**src/rtl/dac_frame_tx.sv**
```systemverilog
// dac_frame_tx: DAC output stage fed by the harmonic accumulators.
// On a start pulse it latches the signed 32-bit left/right totals. Each total
// is scaled by an arithmetic right shift, saturated to the DAC word width and
// converted to offset binary. The stage then sends two command-prefixed frames
// (left, then right) to the DAC over SPI mode 0, and pulses o_Done at the end.
//
// Ports:
//   Main_Clock              system clock
//   Reset                   synchronous, active-high
//   i_Start                 one-cycle transfer request
//   i_Sample_L/i_Sample_R   signed 32-bit accumulator totals
//   o_SPI_CS/o_SPI_Clock/o_SPI_Data   SPI mode 0 (CS active low, clock idles low, MSB first)
//   o_Busy                  transfer in progress
//   o_Done                  one-cycle pulse after the right frame and its CS gap
//   o_Clip_L/o_Clip_R       saturation flags from the most recent latch
//   o_Overrun               sticky: a start arrived while busy
// All outputs are registered.
module dac_frame_tx #(
    parameter int unsigned         SHIFT    = 8,
    parameter int unsigned         DAC_BITS = 16,
    parameter int unsigned         CMD_BITS = 8,
    parameter logic [CMD_BITS-1:0] CMD_L    = 8'h31,
    parameter logic [CMD_BITS-1:0] CMD_R    = 8'h32,
    parameter int unsigned         CLK_DIV  = 4,
    parameter int unsigned         CS_GAP   = 2
) (
    input  logic        Main_Clock,
    input  logic        Reset,
    input  logic        i_Start,
    input  logic [31:0] i_Sample_L,
    input  logic [31:0] i_Sample_R,
    output logic        o_SPI_CS,
    output logic        o_SPI_Clock,
    output logic        o_SPI_Data,
    output logic        o_Busy,
    output logic        o_Done,
    output logic        o_Clip_L,
    output logic        o_Clip_R,
    output logic        o_Overrun
);

    localparam int unsigned FRAME_BITS = CMD_BITS + DAC_BITS;
    localparam int unsigned FRAME_MSB  = FRAME_BITS - 1;
    localparam int unsigned BIT_W      = $clog2(FRAME_BITS);
    localparam int unsigned CNT_MAX    = (CLK_DIV > CS_GAP) ? CLK_DIV : CS_GAP;
    localparam int unsigned CNT_W      = $clog2(CNT_MAX + 1);

    localparam logic signed [31:0] SAT_MAX  = (32'sh1 <<< (DAC_BITS - 1)) - 32'sh1;
    localparam logic signed [31:0] SAT_MIN  = -(32'sh1 <<< (DAC_BITS - 1));
    localparam logic [DAC_BITS-1:0] MSB_MASK = {1'b1, {(DAC_BITS - 1){1'b0}}};

    typedef enum logic [2:0] {
        IDLE     = 3'd0,
        LATCH    = 3'd1,
        SHIFT_LO = 3'd2,
        SHIFT_HI = 3'd3,
        GAP      = 3'd4,
        DONE     = 3'd5
    } state_t;

    state_t state;
    state_t next_state;

    logic [31:0]           samp_l;
    logic [31:0]           samp_r;
    logic [FRAME_BITS-1:0] shreg;
    logic [FRAME_BITS-1:0] frame_r;
    logic [BIT_W-1:0]      bit_idx;
    logic [CNT_W-1:0]      cnt;
    logic                  chan_r;

    logic [DAC_BITS:0]     conv_l;
    logic [DAC_BITS:0]     conv_r;
    logic [FRAME_BITS-1:0] frame_l_c;
    logic [FRAME_BITS-1:0] frame_r_c;

    logic cs_c;
    logic sclk_c;
    logic data_c;
    logic busy_c;
    logic done_c;
    logic overrun_c;
    logic busy_state;
    logic accept;

    // Shift, saturate, convert to offset binary; returns {clip, word}.
    function automatic logic [DAC_BITS:0] to_dac(input logic [31:0] raw);
        logic signed [31:0] s;
        logic signed [31:0] c;
        logic               clip;
        s = $signed(raw) >>> SHIFT;
        if (s > SAT_MAX) begin
            c    = SAT_MAX;
            clip = 1'b1;
        end else if (s < SAT_MIN) begin
            c    = SAT_MIN;
            clip = 1'b1;
        end else begin
            c    = s;
            clip = 1'b0;
        end
        return {clip, DAC_BITS'(c) ^ MSB_MASK};
    endfunction

    // Frame assembly from the latched totals.
    always_comb begin
        conv_l    = to_dac(samp_l);
        conv_r    = to_dac(samp_r);
        frame_l_c = {CMD_L, conv_l[DAC_BITS-1:0]};
        frame_r_c = {CMD_R, conv_r[DAC_BITS-1:0]};
    end

    assign busy_state = (state == LATCH) || (state == SHIFT_LO) ||
                        (state == SHIFT_HI) || (state == GAP);
    assign accept     = i_Start && ((state == IDLE) || (state == DONE));

    // State register.
    always_ff @(posedge Main_Clock) begin
        if (Reset) begin
            state <= IDLE;
        end else begin
            state <= next_state;
        end
    end

    // Next-state logic.
    always_comb begin
        next_state = state;
        case (state)
            IDLE:     if (i_Start) next_state = LATCH;
            LATCH:    next_state = SHIFT_LO;
            SHIFT_LO: if (cnt == CNT_W'(CLK_DIV - 1)) next_state = SHIFT_HI;
            SHIFT_HI: begin
                if (cnt == CNT_W'(CLK_DIV - 1)) begin
                    next_state = (bit_idx == '0) ? GAP : SHIFT_LO;
                end
            end
            GAP:      if (cnt == CNT_W'(CS_GAP - 1)) next_state = chan_r ? DONE : SHIFT_LO;
            DONE:     next_state = i_Start ? LATCH : IDLE;
            default:  next_state = IDLE;
        endcase
    end

    // Output logic: next values of the registered outputs, decoded from the
    // upcoming state so each output lines up with the state it belongs to.
    always_comb begin
        cs_c      = 1'b1;
        sclk_c    = 1'b0;
        data_c    = 1'b0;
        busy_c    = 1'b0;
        done_c    = 1'b0;
        overrun_c = o_Overrun | (i_Start & busy_state);
        case (next_state)
            LATCH: busy_c = 1'b1;
            SHIFT_LO: begin
                cs_c   = 1'b0;
                busy_c = 1'b1;
                // Data only changes on entry to SHIFT_LO.
                case (state)
                    SHIFT_LO: data_c = o_SPI_Data;
                    SHIFT_HI: data_c = shreg[FRAME_MSB-1];
                    GAP:      data_c = frame_r[FRAME_MSB];
                    default:  data_c = frame_l_c[FRAME_MSB];
                endcase
            end
            SHIFT_HI: begin
                cs_c   = 1'b0;
                sclk_c = 1'b1;
                busy_c = 1'b1;
                data_c = o_SPI_Data;
            end
            GAP:     busy_c = 1'b1;
            DONE:    done_c = 1'b1;
            default: ;
        endcase
    end

    // Output registers.
    always_ff @(posedge Main_Clock) begin
        if (Reset) begin
            o_SPI_CS    <= 1'b1;
            o_SPI_Clock <= 1'b0;
            o_SPI_Data  <= 1'b0;
            o_Busy      <= 1'b0;
            o_Done      <= 1'b0;
            o_Overrun   <= 1'b0;
        end else begin
            o_SPI_CS    <= cs_c;
            o_SPI_Clock <= sclk_c;
            o_SPI_Data  <= data_c;
            o_Busy      <= busy_c;
            o_Done      <= done_c;
            o_Overrun   <= overrun_c;
        end
    end

    // Datapath: sample capture, frame shift register, bit and phase counters.
    always_ff @(posedge Main_Clock) begin
        if (Reset) begin
            samp_l   <= '0;
            samp_r   <= '0;
            shreg    <= '0;
            frame_r  <= '0;
            bit_idx  <= '0;
            cnt      <= '0;
            chan_r   <= 1'b0;
            o_Clip_L <= 1'b0;
            o_Clip_R <= 1'b0;
        end else begin
            if (accept) begin
                samp_l <= i_Sample_L;
                samp_r <= i_Sample_R;
            end

            if (state == LATCH) begin
                shreg    <= frame_l_c;
                frame_r  <= frame_r_c;
                bit_idx  <= BIT_W'(FRAME_MSB);
                chan_r   <= 1'b0;
                o_Clip_L <= conv_l[DAC_BITS];
                o_Clip_R <= conv_r[DAC_BITS];
            end else if (state == SHIFT_HI && next_state == SHIFT_LO) begin
                shreg   <= shreg << 1;
                bit_idx <= bit_idx - BIT_W'(1);
            end else if (state == GAP && next_state == SHIFT_LO) begin
                shreg   <= frame_r;
                bit_idx <= BIT_W'(FRAME_MSB);
                chan_r  <= 1'b1;
            end

            // Phase counter restarts on every state change.
            if (next_state != state) begin
                cnt <= '0;
            end else if (busy_state) begin
                cnt <= cnt + CNT_W'(1);
            end
        end
    end

endmodule
```
**config.mk**
```make
export PLATFORM = sky130hd
export DESIGN_NAME = dac_frame_tx
export DESIGN_NICKNAME = d
export VERILOG_FILES = /design/src/rtl/dac_frame_tx.sv
export SDC_FILE = /design/constraint.sdc
export NUM_CORES = 1
export LEC_CHECK = 0
export CAP_MARGIN = 30
export CORE_ASPECT_RATIO = 1.5
export CORE_MARGIN = 5
export CORE_UTILIZATION = 53
export DETAILED_ROUTE_END_ITERATION = 10
export HOLD_SLACK_MARGIN = 0.06
export PLACE_DENSITY = 0.78
export REMOVE_ABC_BUFFERS = 1
export SLEW_MARGIN = 20
export SYNTH_ARGS = -nofsm -noshare
export SYNTH_HDL_FRONTEND = slang
export SYNTH_SLANG_ARGS = --single-unit
```
**constraint.sdc**
```tcl
create_clock -name Main_Clock -period 2.7 [get_ports Main_Clock]
set_clock_uncertainty 0.2 [all_clocks]
set_input_delay 0.405 -clock Main_Clock [delete_from_list [all_inputs] [get_ports Main_Clock]]
set_output_delay 0.405 -clock Main_Clock [all_outputs]
set_load 0.005 [all_outputs]
```
==> flow_summary.ini <==
[worst_setup_path]
critPathKind = flip-flop to flip-flop
crit_start = state[0]$_SDFF_PP0_
rr_startpoint = state[0]$_SDFF_PP0_
worstPathCellList = nor2b_4 > or4b_1 > o211a_1 > nand2_1 > buf_12 > a2111oi_2
cp.arrival_ps = 2490
cp_slowest_cell = dfxtp_1
reg2reg_to = bit_idx[4]$_SDFFE_PP0P_
rr_worst_depth = 6
r2r_slack_ps = 240
critPathBufInv = 1
critPathRequiredTime_ps = 2740
cp-start-kind = flip-flop
path_max_fanout = 20
crit_path_end = bit_idx[4]$_SDFFE_PP0P_
end_kind = flip-flop
worst_path_largest_cell_delay_ps = 620
crit_family = simple AND/OR/NAND/NOR gates
cp_num_cells = 6

[route]
firstDrtPassIters = 6
routed-via-count = 4043
drt_iter0_markers = 226
drc_errors = 0
ant_nets = 0
wire_per_inst_um = 14.7
routed_wirelength_um = 10600
viasPerCell = 5.62

[placed_design]
dp_hpwl_um = 7230
placed_area_um2 = 5390
gp_congestion = 0.851
port_buffers = 58

[yosys]
yosysSeqAreaShare_pct = 45.9
ys_async_sr_fraction_pct = 0
synth_ff_type = dfxtp_1
syn_area_um2 = 4710
avgSynthCellArea_um2 = 8.43
ys_types = 57
synth_top_area_share_pct = 45.9
synth.ff_latch_count = 108
synth_top_cell_by_area = dfxtp_1
synth-edff-count = 0
synth_most_common_cell = nand2_1
synthTopCellsByArea = dfxtp_1 (46%), nand2_1 (10%), a21oi_1 (7.1%)
synthTopCellsByCount = nand2_1 (126), dfxtp_1 (108), a21oi_1 (67)
netlist_instances = 559
ys_warn_count = 0

[clock_network]
clk_pin_slew_worst_paths_ps = 70
cts_setup_buffers = 0
cts.sinks = 108
cts-buffers-inserted = 9
clk-insertion-delay-late_ps = 340
clock-root-buffer = clkbuf_16
cts_buffer_depth = 2
h-tree-depth = 3
cts_tree = done

[timing]
final_hold_viol_count = 0
timing.hold.ws_ps = 254
min_period_over_period_pct = 91.0
tightest_slew_ps = 581
fin_crit_ps = 2460
drv_slew = 0
rsz0062_at_grt = false
setup_viol = 0
relSlewSlack_pct = 61.0
clock.fmax_mhz = 407

[finish]
diodes = 0
finalInstanceArea_um2 = 5670
syn_to_final_growth_pct = 20.2
layout-drive-gt1-share_pct = 9.36
nNetsFinal = 678
fill_cells = 740
seqCellArea_um2 = 2160
multi_input_area_um2 = 2320

[power_and_ir_drop]
p_leak_nw = 2.16
power_density_nw_per_um2 = 751
vdd_ir_drop_max_mv = 0.506

[floorplan]
fp.coreArea_um2 = 8780
io_pins = 75
die_h_um = 125
start_util_pct = 53.7
dieWidth_um = 87.0
row_count = 42
die-area_um2 = 10900

[grt]
antenna_found_initial = 0
gr-usage-all-layers_pct = 20.3
overflow = 0
grt_max_degree = 49
grt_pass1_wl_um = 18000
grt_pass1_vias = 4044

[flow_run]
maxCapViolations = 0

[status]
status = finished clean

[hold_path]
hp-class = flip-flop to flip-flop
worst min-delay path by stage:
stage	cells after the start	startpoint	end	slack, ps
floorplan	2	frame_r[10]$_SDFFE_PP0P_	frame_r[10]$_SDFFE_PP0P_	220
global placement	2	frame_r[12]$_SDFFE_PP0P_	frame_r[12]$_SDFFE_PP0P_	230
detailed placement	2	frame_r[6]$_SDFFE_PP0P_	frame_r[6]$_SDFFE_PP0P_	240
CTS	2	samp_r[18]$_SDFFE_PP0P_	samp_r[18]$_SDFFE_PP0P_	260
global route	1	frame_r[15]$_SDFFE_PP0P_	frame_r[15]$_SDFFE_PP0P_	280
finish	2	frame_r[6]$_SDFFE_PP0P_	frame_r[6]$_SDFFE_PP0P_	250
metrics by stage:
stage               utilization [%]  setup TNS [ps]  std cells  total power, mW  setup slack, ps
floorplan                         -         -121620        519             2.66            -2170
global placement               61.3               0        703             3.02              171
detailed placement             61.4               0        704             3.07             92.1
CTS                            64.5               0        719             4.28              180
global route                   64.6               0        719             4.50             87.6
finish                         64.6               0        719             4.26              243
report_power, final:
part,internal [mW],switching (mW)
clock network,0.673,0.543
logic,0.475,0.630
registers,1.80,0.138
logic make-up after synthesis:
kind of cell | Yosys count | synth area share, %
simple gates | 229 | 21.0
compound gates | 144 | 21.4
flops | 108 | 45.9
buf+inv | 49 | 5.31
mux | 18 | 3.90
fa+ha+maj | 6 | 1.59
xor+xnor | 5 | 0.929
tightest hold or removal path, stage by stage (launching register included):
cell     delay [ps]
dfxtp_1         330
nand2_1          40
o21ai_0          50
area by class of cell:
cell class	instances	share of cell area (%)
clock buffers	14	4.66
clock inverters	1	0.132
inverters	9	0.596
multi-input cells	402	41.0
flip-flops and latches	108	38.2
well taps	110	2.43
repair buffers	75	13.1
metal layers:
layer	part of all wire [%]	track usage, %	vias up
met3	3.4	2.70	20
met5	0	0	-
met4	2.6	8.72	0
met2	54	36.8	70
li1	-	-	2026
met1	40	23.1	1927
sequential cells by signal (all words and copies together) (netlist names):
name	count
o_SPI_Data	1
o_Done	1
bit_idx	5
o_Busy	1
cnt	3
o_SPI_Clock	1
o_Overrun	1
o_SPI_CS	1
frame_r	17
samp_r	24
o_Clip_L	1
samp_l	24
chan_r	1
shreg	23
state	3
o_Clip_R	1
cell usage in the layout, fill, tap and decap left out, drive strengths merged, types with 3 or more instances in the layout:
cell type / Yosys / routed
clkbuf: 26 / 14
clkdlybuf4s50: 0 / 57
nor2: 63 / 63
nor3: 7 / 7
nor4: 9 / 9
buf: 14 / 18
ha: 6 / 6
mux2i: 15 / 15
a221oi: 16 / 16
xnor2: 4 / 4
dfxtp: 108 / 108
a21oi: 67 / 67
mux2: 3 / 3
nor2b: 3 / 3
nand2: 126 / 126
o211ai: 4 / 4
o21ai: 26 / 26
a211oi: 3 / 3
inv: 9 / 9
o22a: 15 / 15
nand4: 5 / 5
what timing repair did:
item | 4_1_cts | 5_1_grt
hold endpoints to repair | 0 | 0
hold buffers | 0 | 0
setup endpoints to repair | 0 | 2
resized for setup | 0 | 1
(Power assumes the default switching activity.)
